### config.mk
export PLATFORM = sky130hd
export DESIGN_NAME = mem_req_bridge
export DESIGN_NICKNAME = d
export VERILOG_FILES = /design/src/rtl/mem_bridge_pkg.sv /design/src/rtl/bridge_watchdog.sv /design/src/rtl/mem_req_bridge.sv
export SDC_FILE = /design/constraint.sdc
export NUM_CORES = 1
export LEC_CHECK = 0
export ABC_AREA = 1
export CORE_MARGIN = 2
export CORE_UTILIZATION = 39
export CTS_BUF_LIST = sky130_fd_sc_hd__clkbuf_4 sky130_fd_sc_hd__clkbuf_8
export CTS_CLUSTER_DIAMETER = 150
export DETAILED_ROUTE_END_ITERATION = 10
export HOLD_SLACK_MARGIN = 0.1
export PLACE_DENSITY = 0.78
export SLEW_MARGIN = 10
export SYNTH_ARGS = -nofsm -noshare
export SYNTH_HDL_FRONTEND = slang
export SYNTH_HIERARCHICAL = 1
export SYNTH_SLANG_ARGS = --single-unit
### constraint.sdc
create_clock -name clk -period 3.3 [get_ports clk]
set_input_delay 0.495 -clock clk [delete_from_list [all_inputs] [get_ports clk]]
set_output_delay 0.495 -clock clk [all_outputs]
set_load 0.005 [all_outputs]
### src/rtl/mem_bridge_pkg.sv
// Shared types for the core-to-pipelined-memory request bridge.
//   state_t : bridge FSM states
//   err_t   : sticky error codes reported on the err output
package mem_bridge_pkg;

    typedef enum logic [1:0] {
        IDLE = 2'd0,
        REQ  = 2'd1,
        WAIT = 2'd2,
        RESP = 2'd3
    } state_t;

    typedef enum logic [1:0] {
        ERR_NONE    = 2'd0,
        ERR_RW      = 2'd1,
        ERR_TIMEOUT = 2'd2
    } err_t;

endpackage

### src/rtl/bridge_watchdog.sv
// Transaction watchdog: counts cycles while enabled, cleared on demand.
//   clk, rst : clock, asynchronous active-high reset
//   clear    : zero the count (takes priority over enable)
//   enable   : count this cycle
//   expired  : this enabled cycle is the TIMEOUT_CYCLES-th counted cycle
module bridge_watchdog #(
    parameter int unsigned TIMEOUT_CYCLES = 1024
) (
    input  logic clk,
    input  logic rst,
    input  logic clear,
    input  logic enable,
    output logic expired
);

    localparam int unsigned W = $clog2(TIMEOUT_CYCLES + 1);
    localparam logic [W-1:0] LAST = W'(TIMEOUT_CYCLES - 1);

    logic [W-1:0] count;

    always_ff @(posedge clk or posedge rst) begin
        if (rst) begin
            count <= '0;
        end else if (clear) begin
            count <= '0;
        end else if (enable) begin
            count <= count + W'(1);
        end
    end

    // The count holds the number of earlier counted cycles, so equality with
    // LAST flags the final permitted cycle itself.
    assign expired = enable && (count == LAST);

endmodule

### src/rtl/mem_req_bridge.sv
// Bridges a simple held-request core memory port onto a pipelined
// request/grant/rvalid memory port, one transaction at a time.
//   Core side  : mem_read, mem_write, mem_byte_enable, mem_address, mem_wdata
//                -> mem_resp (1-cycle pulse), mem_rdata
//   Memory side: pmem_req, pmem_we, pmem_addr (word aligned), pmem_wmask,
//                pmem_wdata -> pmem_gnt, pmem_rvalid, pmem_rdata
//   err        : sticky error (0 none, 1 read+write collision, 2 timeout)
module mem_req_bridge
    import mem_bridge_pkg::*;
#(
    parameter int unsigned TIMEOUT_CYCLES = 1024
) (
    input  logic        clk,
    input  logic        rst,
    input  logic        mem_read,
    input  logic        mem_write,
    input  logic [3:0]  mem_byte_enable,
    input  logic [31:0] mem_address,
    input  logic [31:0] mem_wdata,
    output logic        mem_resp,
    output logic [31:0] mem_rdata,
    output logic        pmem_req,
    output logic        pmem_we,
    output logic [31:0] pmem_addr,
    output logic [3:0]  pmem_wmask,
    output logic [31:0] pmem_wdata,
    input  logic        pmem_gnt,
    input  logic        pmem_rvalid,
    input  logic [31:0] pmem_rdata,
    output logic [1:0]  err
);

    state_t      state, state_nxt;
    err_t        err_q, err_nxt;
    logic        lat_we;
    logic [31:0] lat_addr;
    logic [3:0]  lat_be;
    logic [31:0] lat_wdata;
    logic [31:0] rdata_q;
    logic        load;
    logic        capture;
    logic        wd_clear;
    logic        wd_en;
    logic        wd_expired;

    bridge_watchdog #(
        .TIMEOUT_CYCLES(TIMEOUT_CYCLES)
    ) u_watchdog (
        .clk    (clk),
        .rst    (rst),
        .clear  (wd_clear),
        .enable (wd_en),
        .expired(wd_expired)
    );

    always_ff @(posedge clk or posedge rst) begin
        if (rst) begin
            state     <= IDLE;
            err_q     <= ERR_NONE;
            lat_we    <= 1'b0;
            lat_addr  <= '0;
            lat_be    <= '0;
            lat_wdata <= '0;
            rdata_q   <= '0;
        end else begin
            state <= state_nxt;
            err_q <= err_nxt;
            if (load) begin
                lat_we    <= mem_write;
                lat_addr  <= mem_address;
                lat_be    <= mem_byte_enable;
                lat_wdata <= mem_wdata;
            end
            if (capture) begin
                rdata_q <= pmem_rdata;
            end
        end
    end

    always_comb begin
        state_nxt = state;
        err_nxt   = err_q;
        load      = 1'b0;
        capture   = 1'b0;
        wd_clear  = (state == IDLE);
        wd_en     = (state == REQ) || (state == WAIT);

        unique case (state)
            IDLE: begin
                if (mem_read ^ mem_write) begin
                    load      = 1'b1;
                    state_nxt = REQ;
                end else if (mem_read && mem_write && (err_q == ERR_NONE)) begin
                    err_nxt = ERR_RW;
                end
            end
            // The watchdog wins over a grant or rvalid arriving on the final
            // permitted cycle, so a transaction never exceeds its budget.
            REQ: begin
                if (wd_expired) begin
                    state_nxt = IDLE;
                    if (err_q == ERR_NONE) err_nxt = ERR_TIMEOUT;
                end else if (pmem_gnt) begin
                    state_nxt = WAIT;
                end
            end
            WAIT: begin
                if (wd_expired) begin
                    state_nxt = IDLE;
                    if (err_q == ERR_NONE) err_nxt = ERR_TIMEOUT;
                end else if (pmem_rvalid) begin
                    capture   = !lat_we;
                    state_nxt = RESP;
                end
            end
            RESP: begin
                state_nxt = IDLE;
            end
            default: begin
                state_nxt = IDLE;
            end
        endcase

        mem_resp   = (state == RESP);
        pmem_req   = (state == REQ);
        pmem_we    = lat_we;
        pmem_addr  = lat_addr & 32'hFFFF_FFFC;
        pmem_wmask = lat_we ? lat_be : 4'b0000;
        pmem_wdata = lat_wdata;
        mem_rdata  = rdata_q;
        err        = err_q;
    end

endmodule

* Yosys cells after proc, flatten, opt, wreduce, memory -nomap -nowiden
Index checks and enable logic that the tools add are counted.
** Operators by class
- Add/sub/neg operators :: 1
- Bitwise operators :: 1
- Reductions and logical operators :: 12
- Mux-type cells :: 19
- Equality and inequality tests :: 11
** Operators with widths (count)
- $mux 11 :: 2
- $mux 2 :: 9
- $add 11x1->11 const B :: 1
- $eq 11x10->1 const B :: 1
- $pmux 2 s4 :: 1
- $ne 2x2->1 const B :: 3
- $mux 1 :: 5
- $reduce_and 5->1 :: 1
- $eq 2x2->1 const B :: 2
- $logic_not 2->1 :: 2
- $mux 4 :: 1
- $ne 2x1->1 const B :: 2
- $pmux 2 s2 :: 1
- $reduce_bool 2->1 :: 2
- $logic_and 1x1->1 :: 3
- $ne 3x1->1 const B :: 1
- $ne 3x2->1 const B :: 1
- $reduce_and 3->1 :: 1
- $eq 2x1->1 const B :: 1
- $reduce_or 2->1 :: 1
- $logic_not 1->1 :: 1
- $logic_or 1x1->1 :: 1
- $xor 1x1->1 :: 1
** Storage, ports and cells
- Word-level logic and storage cells :: 52
- Register bits after elaboration :: 116
- Output and inout bits :: 105
- Input bits :: 106

* Depth between registers and ports, before layout
Gate-level depths: netlist of the first run.
- Word-level depth :: 5
- Mapped depth :: 10
- Gate-level depth less buffers :: 10

* Modules after synthesis
Netlist of the first run, hierarchy kept.
** Modules (own cells, without submodules)
- mem_req_bridge :: instances 1, area each 4210.3 µm², cells each 480, sequential area each 2577.5 µm²
- bridge_watchdog :: instances 1, area each 629.4 µm², cells each 79, sequential area each 275.3 µm²

* Worst setup path before layout of the first run
No wires, ideal clock.
- Path type :: register -> register
- Start point :: reg state[0]
- End point :: reg state[1]
- Setup slack :: 1.431 ns
- Stages on the path, launching flop included :: 11
- Buffers on the path :: 0
- Data required time :: 3.172 ns
- Setup time :: 0.128 ns
- Period minus slack after synthesis :: 1.869 ns
- Arrival :: 1.741 ns
- Cells stage by stage :: dfrtp_1 inv_1 ha_1 nand2_1 nor4_1 and2_1 inv_1 nand3b_1 nand3_1 nand2_1 o21ai_0
** Between the ends
- Longest elaborated chain between the ends :: 5
- Elaborated cells between the ends (all ways) :: 13
- Classes of those cells :: 6 x eq/ne; 3 x mux; 4 x reduce/logical
** RTL lines
- start: declaration :: line mem_req_bridge.sv:33 : state_t state, state_nxt;
- start signal: assignment :: line mem_req_bridge.sv:66 : state <= state_nxt;
- $eq 2x1->1 or $eq 2x2->1 (tied branches) :: line mem_req_bridge.sv:86 : wd_en = (state == REQ) || (state == WAIT);
- $logic_or 1x1->1 * :: line mem_req_bridge.sv:86
- $logic_and 1x1->1 * :: line bridge_watchdog.sv:33 : assign expired = enable && (count == LAST);
- via wd_expired :: line mem_req_bridge.sv:44 : logic wd_expired;
- $mux 2 (tied with other cells) :: line mem_req_bridge.sv:108 : if (wd_expired) begin
- $pmux 2 s4 or $reduce_and 3->1 (tied branches)
Mark *: on every way through the listed nets, which the timed path passes. The rest lies on a longest branch.
A chain may end at the register's enable or synchronous reset.

* Worst setup path in the final report of the first run
- Start point :: reg state[0]
- End point :: reg rdata_q[24] (netlist: mem_rdata[24])
** Between the ends
- Longest elaborated chain between the ends :: 5
- Elaborated cells between the ends (all ways) :: 6
- Classes of those cells :: 2 x eq/ne; 2 x mux; 2 x reduce/logical
** RTL lines
- $eq 2x1->1 or $eq 2x2->1 (tied branches) :: line mem_req_bridge.sv:86
- $logic_or 1x1->1 * :: line mem_req_bridge.sv:86
- $logic_and 1x1->1 * :: line bridge_watchdog.sv:33
- via wd_expired :: line mem_req_bridge.sv:44
- $mux 1 * :: line mem_req_bridge.sv:108
- $mux 1 * :: line mem_req_bridge.sv:88 : unique case (state)
- end signal: assignment :: line mem_req_bridge.sv:75 : rdata_q <= pmem_rdata;
- end: declaration :: line mem_req_bridge.sv:39 : logic [31:0] rdata_q;
Marks and branches as above.

==> results.md, run 1 <==
- Slew @ Worst Pin: 0.7641 ns
- Fillers: 1036
- Die W: 115.4 um
- Crit path cell chain: inv_1 > ha_1 > nand2_1 > nor4_1 > and2_1 > nor2_4 > nand2_2 > nand2_1 > nand2_1
- Detailed Route WL: 13080 um
- Starting Density: 40.12%
- Cell Area, Synth: 0.004840 mm^2
- RSZ-0062 raised after global routing: false
- Top cell type's share of synthesized area: 58.95%
- Comb power frac: 42.9%
- CTS sink cnt: 114
- Sequential share of power: 38.5%
- Top delay family on crit path: simple AND/OR/NAND/NOR gates
- Max-slew violations: 0
- Synth unique cells: 29
- Tightest Hold Check Type: input port to async pin
- Pwr Total: 6.129 mW
- Register area share after synthesis: 58.95%
- Final hold vios: 0
- CP Class: flop to flop
- Synth area leaders: dfrtp_1, nand2_1, nand3_1
- Worst IR drop on VDD: 0.0003940 V
- Clock Latency Late Sink: 0.42 ns
- DR DRC count: 0
- Clock slew at reported path FFs: 0.06 ns
- CP max stage delay: 0.62 ns
- # Post-CTS Setup Buffers: 0
- Syn Inst Count: 559
- Vias in the first global route: 4473
- CTS Hold Bufs: 0
- Port bufs: 206
- CP Data Arrival Time: 3.25 ns
- Number of flops mapped to enable cells by yosys: 0
- Fmax: 0.3395 GHz
- Via count: 4385
- DIE AREA: 0.01332 mm^2
- Pwr Density: 835.2 mW/mm^2
- R2R Path End: mem_rdata[24]
- CTS resizes: 0
- Core area: 0.01206 mm^2
- Clk pwr share: 18.6%
- Crit start category: flop
- IO Pins: 211
- Worst path most repeated cell: nand2_1
- Drt via density: 4.645
- Final setup fails: 0
- #FFs+latches synth: 114
- Grt ovf: 0
- Routed WL per cell: 13.85 um
- Critical-path top delay cell: nor2_4
- Cts bufs inserted: 17
- Post-layout net count: 881
- Total negative slack: 0 ns
- Clock H-tree levels: 4
- CTS tree: yes
- Min cycle time layout: 2.946 ns
- Area delta synth->final: 51.63%
- Net Switching: 2.063 mW
- Buffers & Inverters on Critical Path: 1
- Leakage power: 3.626 nW
- Yosys warns: 6
- DRT Pass-1 Iters: 4
- Overall die height: 115.4 um
- Int Pwr: 4.066 mW
- Async set-reset flop share out of synthesis: 100.0%
- Sw frac: 33.66%
- Critical path endpoint category: flop
- Worst-case reg-to-reg path depth: 9
- ANT nets after route: 0
- Leading area contributor after synthesis: dfrtp_1
- Drt first-iter violations: 282
- Cell row count: 40
- Ant. Diodes: 0
- Headroom to the max-slew limit: 48.94%
- R2R setup slack: 0.35 ns
- Final period utilization: 89.26%
- Layout cell share with drive strength beyond 1: 6.443%
- RD Place Congestion: 0.8210
- Post-DP HPWL: 9443 um
- Status: complete, no violations
- Root buf cell: clkbuf_8
- Initial antenna violation count: 0
- Synth top cells by count: nand2_1, dfrtp_1, nand3_1, inv_1, nor2_1
- Gr usage total: 20.27%
- Reg2reg start: state[0]
- Max-cap viol count: 0
- Layout Skew: 0.009428 ns
- Required @ worst endpoint: 3.60 ns
- Ys flop type: dfrtp_1
- Pin count of the biggest net entering global routing: 69
- Most common cell in the netlist: nand2_1
- First-pass GRT wire length: 21020 um
- Max clock buf depth: 2
- Crit Path Max Fanout: 34
- Syn avg cell area: 8.658 um^2
-- layout by cell type, fill, tap and decap left out, types with 2 or more instances in the layout --
cell type,netlist,routed
nand2_1,298,298
clkdlybuf4s50_1,0,206
dfrtp_1,114,114
nand3_1,38,38
inv_1,25,24
clkbuf_8,0,19
nor2_1,12,12
ha_1,8,8
o21ai_0,7,7
buf_4,3,7
a21oi_1,6,6
nor2_4,5,5
clkinv_2,0,5
nand2_2,3,3
nand4_1,3,3
conb_1,1,2
clkbuf_4,0,2
nor4_1,2,2
nor2_2,2,2
-- area by class of cell --
| cell class | instances | area [um^2] | area share, % |
|---|---|---|---|
| flip-flops and latches | 114 | 2853 | 38.87 |
| repair buffers | 213 | 2115 | 28.82 |
| multi-input cells | 394 | 1718 | 23.41 |
| clock buffers | 21 | 276.5 | 3.768 |
| well taps | 168 | 210.2 | 2.864 |
| inverters | 27 | 103.9 | 1.415 |
| clock inverters | 7 | 62.56 | 0.8525 |
-- worst reg2reg max path: cells and delay by family (launching register included) --
kind / cells / cell delay [ns]
adders and majority gates: 1 / 0.44
and+or+nand+nor: 7 / 1.85
buffers and inverters: 1 / 0.12
DFF: 1 / 0.41
-- power by group through the flow --
stage	combinational, mW	clock, mW	sequential, mW
4_1_cts	2.67	1.18	2.36
3_5_place_dp	2.65	0	2.37
2_1_floorplan	1.09	0	2.37
6_report	2.63	1.14	2.36
5_1_grt	2.93	1.25	2.43
3_3_place_gp	2.56	0	2.34
-- logic make-up (layout without fill, tap and decap cells) --
| kind of cell | count (synthesis) | after routing | synth area share, % |
|---|---|---|---|
| flops | 114 | 114 | 58.95 |
| buf+inv | 52 | 268 | 5.636 |
| fa+ha+maj | 8 | 8 | 2.068 |
| other cells | 1 | 2 | 0.07749 |
| compound gates | 16 | 16 | 1.835 |
| simple gates | 367 | 367 | 31.26 |
| xor+xnor | 1 | 1 | 0.1810 |
-- metal layers --
| layer | global-route usage [%] | share of wire [%] |
|---|---|---|
| met5 | 0 | 0 |
| met4 | 10.44 | 2.5 |
| met3 | 6.853 | 7.4 |
| met2 | 34.31 | 51 |
| met1 | 22.72 | 39 |
-- worst max path at each step --
stage | from | end | depth (start not counted)
final | state[0] | mem_rdata[24] | 9
after global placement | state[0] | mem_rdata[4] | 9
after global routing | state[0] | mem_rdata[31] | 9
after floorplan | rst | err[0] | 1
after detailed placement | state[0] | mem_rdata[24] | 9
after CTS | state[0] | mem_rdata[24] | 9
-- stage by stage --
stage	area, um^2	hold slack, ns	setup WS, ns	utilization, %	cells
floorplan	4843	0.3474	0.1012	-	560
global placement	6999	0.4551	0.5069	58.03	916
detailed placement	6999	0.4660	0.3701	58.03	916
CTS	7338	0.4457	0.3529	60.84	944
global route	7338	0.4790	0.08635	60.84	944
finish	7338	0.4643	0.3544	60.84	944
-- registers in the layout, summed over array words and instances (netlist names) --
register          cells
mem_rdata            32
pmem_wdata           32
lat_addr             30
u_watchdog/count     11
lat_be                4
err                   2
state                 2
pmem_we               1
Note: power is estimated with default switching activity, not from simulation.
==> run 2: changes to the inputs <==
- RECOVER_POWER: default -> 25
==> run 2 against run 1 <==
  * The run now ends with max-capacitance violations, max-slew violations left
  * Sequential power about the same
  * Wire length about the same
  * Via count about the same
  * Flip-flop and latch count unchanged
  * Largest cell class unchanged
==> results.md, run 2 (synthesis gave the netlist of run 1 again) <==
- Final period utilization: 89.44% (+0.18 points)
- Layout cell share with drive strength beyond 1: 6.186% (-0.26 points)
- Die W: 115.4 um (unchanged)
- Clock H-tree levels: 4 (unchanged)
- Slew @ Worst Pin: 1.726 ns (+0.9621 ns)
- Overall die height: 115.4 um (unchanged)
- Clock slew at reported path FFs: 0.07 ns (about the same)
- Detailed Route WL: 13080 um (about the same)
- Leakage power: 3.615 nW (-0.31%)
- Ant. Diodes: 0 (unchanged)
- Grt ovf: 0 (unchanged)
- Root buf cell: clkbuf_8
- IO Pins: 211 (unchanged)
- Gr usage total: 20.27% (unchanged)
- Commonest non-fill, non-tap cell in the layout: nand2_1
- RSZ-0062 raised after global routing: false
- Crit start category: flop
- Failing checks: max-capacitance violations, max-slew violations
- Initial antenna violation count: 0 (unchanged)
- Routed WL per cell: 13.85 um (about the same)
- Drt first-iter violations: 284 (+0.71%)
- Via count: 4389 (+0.091%)
- Headroom to the max-slew limit: -15.72% (-65 points)
- Crit Path Max Fanout: 34 (unchanged)
- Worst IR drop on VDD: 0.0003940 V (about the same)
- Core area: 0.01206 mm^2 (unchanged)
- Max clock buf depth: 2 (unchanged)
- Most frequent cells in the layout: nand2_1, clkdlybuf4s50_1, dfrtp_1, nand3_1, inv_1
- Required @ worst endpoint: 3.60 ns (about the same)
- Met3 WL: 961 um (-0.31%)
- Post-layout net count: 881 (unchanged)
- WL met1: 5161 um (+0.12%)
- Cell row count: 40 (unchanged)
- DIE AREA: 0.01332 mm^2 (unchanged)
- CTS resizes: 0 (unchanged)
- CP Data Arrival Time: 3.26 ns (about the same)
- WL met2: 6628 um (about the same)
- Status: complete, but fails checks
- Vias in the first global route: 4473 (unchanged)
- Drt via density: 4.649 (about the same)
- # Post-CTS Setup Buffers: 0 (unchanged)
- RD Place Congestion: 0.8210 (unchanged)
- Non-filler cells, final: 944 (unchanged)
- Cts bufs inserted: 17 (unchanged)
- Final setup margin: 0.3485 ns (-0.005961 ns)
- Placed cell count: 916 (unchanged)
- Fillers: 1041 (+0.48%)
- Post-DP HPWL: 9443 um (unchanged)
- Uppermost layer routed: met4
- Final hold vios: 0 (unchanged)
- Tightest Hold Check Type: flop to flop
- Fmax: 0.3388 GHz (-0.20%)
- Area delta synth->final: 51.45%
- Port bufs: 206 (unchanged)
- First-pass GRT wire length: 21020 um (unchanged)
- Clock Latency Late Sink: 0.42 ns (about the same)
- Max-cap viol count: 1 (+1)
- Total negative slack: 0 ns (unchanged)
- CP Class: flop to flop
- CTS tree: yes
- Pwr Density: 836.1 mW/mm^2 (+0.10%)
- Final setup fails: 0 (unchanged)
- Layout Skew: 0.009460 ns (+0.00003245 ns)
- ANT nets after route: 0 (unchanged)
- Area of the multi-input gates: 0.001718 mm^2 (unchanged)
- Pwr Total: 6.128 mW (about the same)
- Pin count of the biggest net entering global routing: 69 (unchanged)
- Sequential Area: 0.002853 mm^2 (unchanged)
- Min cycle time layout: 2.952 ns (+0.005961 ns)
- CTS sink cnt: 114 (unchanged)
- Critical path endpoint category: flop
- Worst slack, placed: 0.3701 ns (unchanged)
- CTS Hold Bufs: 0 (unchanged)
- Starting Density: 40.12% (unchanged)
- DR DRC count: 0 (unchanged)
- DRT Pass-1 Iters: 4 (unchanged)
- Max-slew violations: 39 (+39)
[run 2: worst max-delay path, cell delays in order, from the launching register on]
cell and delay (ns):
dfrtp_1 0.41, inv_1 0.11, ha_1 0.45, nand2_1 0.16
nor4_1 0.05, and2_1 0.19, nor2_4 0.62, nand2_2 0.54
nand2_1 0.20, nand2_1 0.07
[run 2: worst paths after layout]
path	slack [ns]	cells past startpoint	startpoint	to
max	0.35	9	state[0]	mem_rdata[24]
min	0.47	2	mem_rdata[15]	mem_rdata[15]
max reg2reg	0.35	9	state[0]	mem_rdata[24]
min reg2reg	0.47	2	mem_rdata[15]	mem_rdata[15]
max in group asynchronous	0.63	3	rst	pmem_wdata[7]
min in group asynchronous	0.55	2	rst	u_watchdog/count[4]
[run 2: metrics by stage]
step                util [%]  hold WS [ns]  cell area [um^2]
finish                 60.77        0.4729              7330
floorplan                  -        0.3474              4843
global placement       58.03        0.4551              6999
CTS                    60.84        0.4457              7338
detailed placement     58.03        0.4660              6999
global route           60.77        0.4969              7330
[run 2: metal layers]
metal	vias up	GRT usage, %
met5	-	0
met4	0	10.44
met3	26	6.853
met2	168	34.31
met1	2065	22.72
li1	2130	-
[run 2: power by group]
part           internal, mW  switching (mW)  total, mW  leakage (nW)
logic                  1.44            1.19       2.63          2.00
registers              2.00           0.362       2.36          1.44
clock network         0.626           0.515       1.14         0.180
total                  4.07            2.06       6.13          3.61
[run 2: cell type report]
class	instances	area share, %
multi-input combinational	394	23.44
tap	168	2.868
clock buffer	21	3.773
sequential	114	38.92
inverter	27	1.400
clock inverter	7	0.8535
timing repair buffer	213	28.75
